## config.mk

```make
export PLATFORM = sky130hd
export DESIGN_NAME = mem_stage
export DESIGN_NICKNAME = d
export VERILOG_FILES = /design/src/rtl/mem_stage.sv
export SDC_FILE = /design/constraint.sdc
export NUM_CORES = 1
export LEC_CHECK = 0
export BUFFER_PORTS_ARGS = -buffer_cell sky130_fd_sc_hd__buf_2
export CAP_MARGIN = 20
export CORE_AREA = 8 8 154 156
export CTS_CLUSTER_SIZE = 28
export DETAILED_ROUTE_END_ITERATION = 12
export DIE_AREA = 0 0 162 164
export PLACE_DENSITY = 0.51
export SYNTH_ARGS = -nofsm -noshare
export SYNTH_HDL_FRONTEND = slang
export SYNTH_SLANG_ARGS = --single-unit
```

## constraint.sdc

```tcl
create_clock -name clk -period 4.1 [get_ports clk]
set_input_delay 0.41 -clock clk [delete_from_list [all_inputs] [get_ports clk]]
set_output_delay 0.41 -clock clk [all_outputs]
set_load 0.01 [all_outputs]
```

## src/rtl/mem_stage.sv

```systemverilog
// Memory pipeline stage: M register, data-memory handshake with wait-state stall
// and bounded timeout, and the W register feeding writeback.
module mem_stage #(
  parameter int MAX_WAIT = 15,
  parameter int DATA_W   = 32
) (
  input  logic              clk,
  input  logic              reset,
  input  logic              PCSrcE,
  input  logic              RegWriteE,
  input  logic              MemtoRegE,
  input  logic              MemWriteE,
  input  logic [3:0]        RdE,
  input  logic [DATA_W-1:0] ALUResultE,
  input  logic [DATA_W-1:0] WriteDataE,
  output logic              mem_req,
  output logic              mem_we,
  output logic [DATA_W-1:0] mem_addr,
  output logic [DATA_W-1:0] mem_wdata,
  input  logic [DATA_W-1:0] mem_rdata,
  input  logic              mem_ready,
  output logic              stall,
  output logic              mem_err,
  output logic              PCSrcW,
  output logic              RegWriteW,
  output logic              MemtoRegW,
  output logic [3:0]        RdW,
  output logic [DATA_W-1:0] ALUOutW,
  output logic [DATA_W-1:0] ReadDataW
);

  localparam int CNT_W = $clog2(MAX_WAIT + 1);

  typedef enum logic [1:0] {
    S_IDLE  = 2'd0,
    S_WAIT  = 2'd1,
    S_ABORT = 2'd2
  } state_t;

  state_t             state_q, state_d;
  logic [CNT_W-1:0]   cnt_q, cnt_d;
  logic               err_q, err_d;

  logic               pcsrc_m_q, pcsrc_m_d;
  logic               regwrite_m_q, regwrite_m_d;
  logic               memtoreg_m_q, memtoreg_m_d;
  logic               memwrite_m_q, memwrite_m_d;
  logic [3:0]         rd_m_q, rd_m_d;
  logic [DATA_W-1:0]  alu_m_q, alu_m_d;
  logic [DATA_W-1:0]  wdata_m_q, wdata_m_d;

  logic               pcsrc_w_q, pcsrc_w_d;
  logic               regwrite_w_q, regwrite_w_d;
  logic               memtoreg_w_q, memtoreg_w_d;
  logic [3:0]         rd_w_q, rd_w_d;
  logic [DATA_W-1:0]  aluout_w_q, aluout_w_d;
  logic [DATA_W-1:0]  rdata_w_q, rdata_w_d;

  logic               memop_s;
  logic               req_s;
  logic               stall_s;

  always_comb begin
    memop_s = memtoreg_m_q | memwrite_m_q;
    req_s   = memop_s & (state_q != S_ABORT);
    stall_s = req_s & ~mem_ready;
  end

  // Ready is checked before the timeout so a completion in the last allowed cycle wins.
  always_comb begin
    state_d = state_q;
    cnt_d   = cnt_q;
    err_d   = err_q;
    case (state_q)
      S_IDLE: begin
        if (stall_s) begin
          state_d = S_WAIT;
          cnt_d   = CNT_W'(1);
        end else begin
          state_d = S_IDLE;
        end
      end
      S_WAIT: begin
        if (mem_ready) begin
          state_d = S_IDLE;
          cnt_d   = {CNT_W{1'b0}};
        end else if (cnt_q == CNT_W'(MAX_WAIT)) begin
          state_d = S_ABORT;
          err_d   = 1'b1;
        end else begin
          cnt_d   = cnt_q + CNT_W'(1);
        end
      end
      S_ABORT: begin
        state_d = S_IDLE;
        cnt_d   = {CNT_W{1'b0}};
      end
      default: begin
        state_d = S_IDLE;
        cnt_d   = {CNT_W{1'b0}};
      end
    endcase
  end

  always_comb begin
    pcsrc_m_d    = pcsrc_m_q;
    regwrite_m_d = regwrite_m_q;
    memtoreg_m_d = memtoreg_m_q;
    memwrite_m_d = memwrite_m_q;
    rd_m_d       = rd_m_q;
    alu_m_d      = alu_m_q;
    wdata_m_d    = wdata_m_q;
    if (!stall_s) begin
      pcsrc_m_d    = PCSrcE;
      regwrite_m_d = RegWriteE;
      memtoreg_m_d = MemtoRegE;
      memwrite_m_d = MemWriteE;
      rd_m_d       = RdE;
      alu_m_d      = ALUResultE;
      wdata_m_d    = WriteDataE;
    end else begin
      pcsrc_m_d    = pcsrc_m_q;
    end
  end

  // Stalled or aborted ops reach W as bubbles: control cleared, data held.
  always_comb begin
    pcsrc_w_d    = 1'b0;
    regwrite_w_d = 1'b0;
    memtoreg_w_d = 1'b0;
    rd_w_d       = rd_w_q;
    aluout_w_d   = aluout_w_q;
    rdata_w_d    = rdata_w_q;
    if (!stall_s && (state_q != S_ABORT)) begin
      pcsrc_w_d    = pcsrc_m_q;
      regwrite_w_d = regwrite_m_q;
      memtoreg_w_d = memtoreg_m_q;
      rd_w_d       = rd_m_q;
      aluout_w_d   = alu_m_q;
      if (memtoreg_m_q && req_s && mem_ready) begin
        rdata_w_d = mem_rdata;
      end else begin
        rdata_w_d = rdata_w_q;
      end
    end else begin
      pcsrc_w_d    = 1'b0;
    end
  end

  always_ff @(posedge clk) begin
    if (reset) begin
      state_q      <= S_IDLE;
      cnt_q        <= {CNT_W{1'b0}};
      err_q        <= 1'b0;
      pcsrc_m_q    <= 1'b0;
      regwrite_m_q <= 1'b0;
      memtoreg_m_q <= 1'b0;
      memwrite_m_q <= 1'b0;
      rd_m_q       <= 4'd0;
      alu_m_q      <= {DATA_W{1'b0}};
      wdata_m_q    <= {DATA_W{1'b0}};
      pcsrc_w_q    <= 1'b0;
      regwrite_w_q <= 1'b0;
      memtoreg_w_q <= 1'b0;
      rd_w_q       <= 4'd0;
      aluout_w_q   <= {DATA_W{1'b0}};
      rdata_w_q    <= {DATA_W{1'b0}};
    end else begin
      state_q      <= state_d;
      cnt_q        <= cnt_d;
      err_q        <= err_d;
      pcsrc_m_q    <= pcsrc_m_d;
      regwrite_m_q <= regwrite_m_d;
      memtoreg_m_q <= memtoreg_m_d;
      memwrite_m_q <= memwrite_m_d;
      rd_m_q       <= rd_m_d;
      alu_m_q      <= alu_m_d;
      wdata_m_q    <= wdata_m_d;
      pcsrc_w_q    <= pcsrc_w_d;
      regwrite_w_q <= regwrite_w_d;
      memtoreg_w_q <= memtoreg_w_d;
      rd_w_q       <= rd_w_d;
      aluout_w_q   <= aluout_w_d;
      rdata_w_q    <= rdata_w_d;
    end
  end

  always_comb begin
    mem_req   = req_s;
    mem_we    = memwrite_m_q;
    mem_addr  = alu_m_q;
    mem_wdata = wdata_m_q;
    stall     = stall_s;
    mem_err   = err_q;
    PCSrcW    = pcsrc_w_q;
    RegWriteW = regwrite_w_q;
    MemtoRegW = memtoreg_w_q;
    RdW       = rd_w_q;
    ALUOutW   = aluout_w_q;
    ReadDataW = rdata_w_q;
  end

endmodule

```

Word-level counts from Yosys, hierarchy flattened
Cells that the tools add are included.

Register bits: 150. Bits in latches: 0. RAM bits: 0. ROM bits: 0. Input port bits: 107. Output and inout port bits: 139. Word-level logic and storage cells: 45. Memories: 0.

Add/sub/neg operators: 1. Multiply operators: 0. Divide/modulo/power cells: 0. $lt $le $gt $ge: 0. Equal/unequal tests: 6. Shift operators: 0. Multiplexer cells: 8. Bitwise operators: 5. Reductions and logical operators: 9.

Operator list (number): 4-bit 2-to-1 mux (3); 4-bit case mux with 2 select lines (1); 3-bit != test, second input constant (2); 4-bit by 1-bit adder with 4-bit output, second input constant (1); 4-bit == test, second input constant (1); 2-bit 2-to-1 mux (2); 2-bit != test, second input constant (2); 2-bit case mux with 2 select lines (1); 2-bit AND reduction (2); 1-bit logical AND (3); 3-bit AND reduction (1); 1-bit AND (2); 2-bit by 1-bit == test with 1-bit output, second input constant (1); 2-bit zero test (1); 1-bit NOT (2); 2-bit OR reduction (1); 1-bit zero test (1); 1-bit 2-to-1 mux (1); 1-bit OR (1).

Depth between registers and ports, before layout
Depth after elaboration: 7. Gate-level depth with buffers: 7.

Worst setup path before layout
Ideal clock, no wire load.

Kind: input port to output port. Start point: input mem_ready. End point: output stall. Arrival time: 1.095 ns. Data required time: 3.690 ns. Slack: 2.595 ns. Stages: 4. Cells stage by stage: o21ba_2 > nand2_2 > inv_2 > buf_2.

Longest elaborated chain between the ends: 2.

RTL lines: from (decl) (line 21) `input logic mem_ready,`; 1-bit NOT (no line); 1-bit AND (line 66) `stall_s = req_s & ~mem_ready;`; to (decl) (line 22) `output logic stall,`.

Every way passes these cells.

Worst setup path in the final report
Start point: register state_q[0]. End point: output stall.

Longest elaborated chain between the ends: 3.

RTL lines: from (decl) (line 40) `state_t state_q, state_d;`; from (signal assigned) (line 169) `state_q <= state_d;`; 2-bit != test (line 65) `req_s = memop_s & (state_q != S_ABORT);`; 1-bit AND (line 65); 1-bit AND (line 66).

Every way passes these cells.

==> results.rst <==
.. list-table::
   :header-rows: 1

   * - Metric
     - Value
   * - Outcome
     - complete, no violations
   * - CTS tree
     - built
   * - Min Tclk post-route
     - 2350 ps
   * - Post-route worst setup slack
     - about 1700 ps
   * - Post-Syn Area
     - between 5000 and 6000 um2
   * - Area added between synthesis and finish
     - 38.6%
   * - Detailed-route wire length
     - around 17000 um
   * - Number of top-level pins
     - ~250
   * - Detailed Route Iter0 Violations
     - 238
   * - Post-CTS Hold Buffers
     - 0
   * - H-Tree Depth
     - 4
   * - Peak VDD IR
     - around 0.00026 V
   * - Most area-consuming cells after synthesis
     - dfxtp_1 57%, nand2_1 20%, a21oi_1 14%
   * - Final count of hold timing violations
     - 0
   * - Area inside the core boundary
     - 21400 um2
   * - Part of the cycle the worst path needs
     - a little under three fifths
   * - Worst slew slack as a fraction of its limit
     - ~28%
   * - Largest clock skew in the final design
     - 10.0 ps
   * - Setup-violating endpoint count in the final report
     - 0
   * - Total nets after synthesis
     - 767
   * - Proportion of layout cells with a drive suffix above 1
     - between 30% and 40%
   * - Setup repair after global routing missed its margin
     - false
   * - Vias after detailed routing
     - 4946
   * - Capturing element type of the critical path
     - output port
   * - Maximum single-stage delay on the critical path
     - around 460 ps
   * - Pre-CTS WS
     - roughly 1900 ps
   * - CTS Sinks
     - 150
   * - Highest-delay cell along the critical path
     - inv_2
   * - Data required time at the worst endpoint
     - 3690 ps
   * - # Max-Cap Violations
     - 0
   * - Total number of placement rows
     - 54
   * - Power Dens Cells
     - ~490 nW/um2
   * - Endpoint arrival time on the critical path
     - 1940 ps
   * - DR WL/cell
     - between 10 and 15 um
   * - Count of cell types in the netlist
     - 31
   * - Total negative slack for setup checks
     - 0 ps
   * - Yosys warns
     - 0
   * - Clock tree buffer depth
     - 2
   * - Largest net degree at the start of global routing
     - 71
   * - Worst slew pin tran
     - approximately 1100 ps
   * - Count of instances resized after the clock tree is built
     - 0
   * - Weighted congestion at the end of routability-driven global placement
     - 0.720
   * - Share of Yosys cell area claimed by the top area cell type
     - around 57%
   * - Total count of max-transition violations in the final report
     - 0
   * - Initial cell density of the core
     - around a quarter
   * - Highest clock frequency the design can meet
     - 426 MHz
   * - Routed via count divided by cell count
     - 4.20
   * - # nets final
     - around 990
   * - Startpoint type of the worst setup path
     - register
   * - Global-route usage over all layers
     - 12.9%
   * - Die Width
     - between 150 and 200 um
   * - Die Span Y
     - about 160 um
   * - Detailed-placement wirelength estimate
     - ~12000 um
   * - Static leakage
     - about 3.4 nW
   * - Register area share after synthesis
     - a little under three fifths
   * - Number of port buffers
     - about 250
   * - Path category of the worst min-delay check
     - in -> reg
   * - Postcts setup bufs
     - 0
   * - Synth Area per Inst
     - approximately 8 um2
   * - GRT Residual Overflow
     - 0
   * - Worst Setup Path Type
     - reg -> out
   * - Remaining routing DRC violations
     - 0
   * - Library cell occupying the most area in the post-synthesis netlist
     - dfxtp_1
   * - Number of instances in the synthesized netlist
     - 659
   * - Via count of the first global-routing pass
     - a little under 5k
   * - Initial DRT Pass Iterations
     - 5
   * - Crit-path max FO
     - 28
   * - Crit path cell chain
     - nand2b_1 -> nand2_2 -> inv_2 -> buf_2
   * - Full die area
     - around 27000 um2
   * - Diode insertion count for antenna repair
     - 0
   * - Clock root buffer
     - clkbuf_16
   * - Clock transition at the registers of the reported paths
     - around 70 ps
   * - Antenna violations before repair
     - 0
   * - Total design power
     - between 0.003 and 0.004 W
   * - Worst skew pair latency
     - about 430 ps
   * - Wire length of the first global-routing pass
     - between 20000 and 30000 um
   * - Flops & latches, synth
     - 150
   * - Detail Route Antenna Nets
     - 0
   * - Number of buffers created by CTS
     - 17
worst max-delay path, delay by kind of cell (launching register included):
family,cells,cell delay (ps)
buf+inv,2,720
flops,1,440
simple gates,2,370
report_power, final:
group	internal [W]	switching (W)
Sequential	0.00154	0.0000473
Combinational	0.000149	0.000232
Clock	0.000909	0.000677
Total	0.00260	0.000956
path summary, 6_finish.rpt:
| kind | start | to | slack (ps) | depth (start not counted) |
|---|---|---|---|---|
| min | ALUResultE[10] | mem_addr[10]$_SDFFE_PP0N_ | 220 | 3 |
| min reg2reg | ReadDataW[8]$_SDFFE_PP0P_ | ReadDataW[8]$_SDFFE_PP0P_ | 450 | 2 |
| max | state_q[0]$_SDFFE_PP0P_ | stall | 1750 | 4 |
| max reg2reg | state_q[0]$_SDFFE_PP0P_ | ReadDataW[18]$_SDFFE_PP0P_ | 1920 | 5 |
metal layers:
metal | share of wire [%] | vias to the layer above | wire length, um | track usage (%)
met5 | 0 | - | 0 | 0
met4 | 1.4 | 0 | 252 | 4.84
met3 | 7.9 | 17 | 1380 | 4.96
met2 | 47 | 135 | 8140 | 20.7
met1 | 44 | 2211 | 7630 | 15.3
li1 | - | 2583 | - | -
final cells by class:
type | count | area (um2)
repair buffers | 252 | 1280
multi-input cells | 459 | 2030
well taps | 280 | 350
fillers | 2359 | 14100
clock inverters | 15 | 170
clock buffers | 17 | 425
inverters | 4 | 15.0
flip-flops and latches | 150 | 3000
layout by cell type (no fill, tap or decap), drive strengths merged, types with 2 or more instances in the layout:
master and n:
nor2 6, buf 252, o21ai 5, nor3b 4, nand2b 2, inv 8, nand3 3, or3 3
clkbuf 17, nand2 280, dfxtp 150, bufinv 2, a21oi 143, clkinv 4, clkinvlp 5
sequential cells by signal, summed over array words and instances (netlist names):
register and cells:
RdW 4, regwrite_m_q 1, MemtoRegW 1, state_q 2, mem_addr 32, ReadDataW 32
mem_we 1, mem_wdata 32, rd_m_q 4, memtoreg_m_q 1, RegWriteW 1, PCSrcW 1
mem_err 1, ALUOutW 32, pcsrc_m_q 1, cnt_q 4
cells by family after synthesis:
kind of cell             synth area share, %
AND/OR/NAND/NOR                         22.8
adder cells (fa/ha/maj)                0.238
buffers and inverters                   4.20
AO/OA/AOI/OAI                           15.5
flip-flops                              57.2
Yosys cell counts:
library cell  number
and2b_1            1
o32ai_2            1
or2_1              1
a221oi_2           1
nand2_1          279
dfxtp_1          150
and3_1             1
a21oi_1          143
a211oi_1           1
a2bb2oi_1          1
o21ai_0            3
o21ai_1            2
nand3b_1           1
nand2_2            1
nor2_4             1
inv_2              1
nor3b_1            4
o21ba_2            1
o21bai_1           1
or3b_1             1
nand2b_1           2
clkbuf_1          26
buf_4              4
buf_2             14
ha_1               1
nor2_1             5
a32oi_1            1
nand3_1            3
or3_1              3
buf_1              2
inv_1              3
stage by stage:
step	hold WS (ps)	instance area, um2	std cells	utilization (%)
2_1_floorplan	427	5250	659	-
3_3_place_gp	434	6680	1145	31.3
3_5_place_dp	440	6680	1145	31.3
4_1_cts	195	7270	1177	34.1
5_1_grt	206	7270	1177	34.1
6_report	216	7270	1177	34.1
No activity file was read; power rests on OpenSTA's default activity.
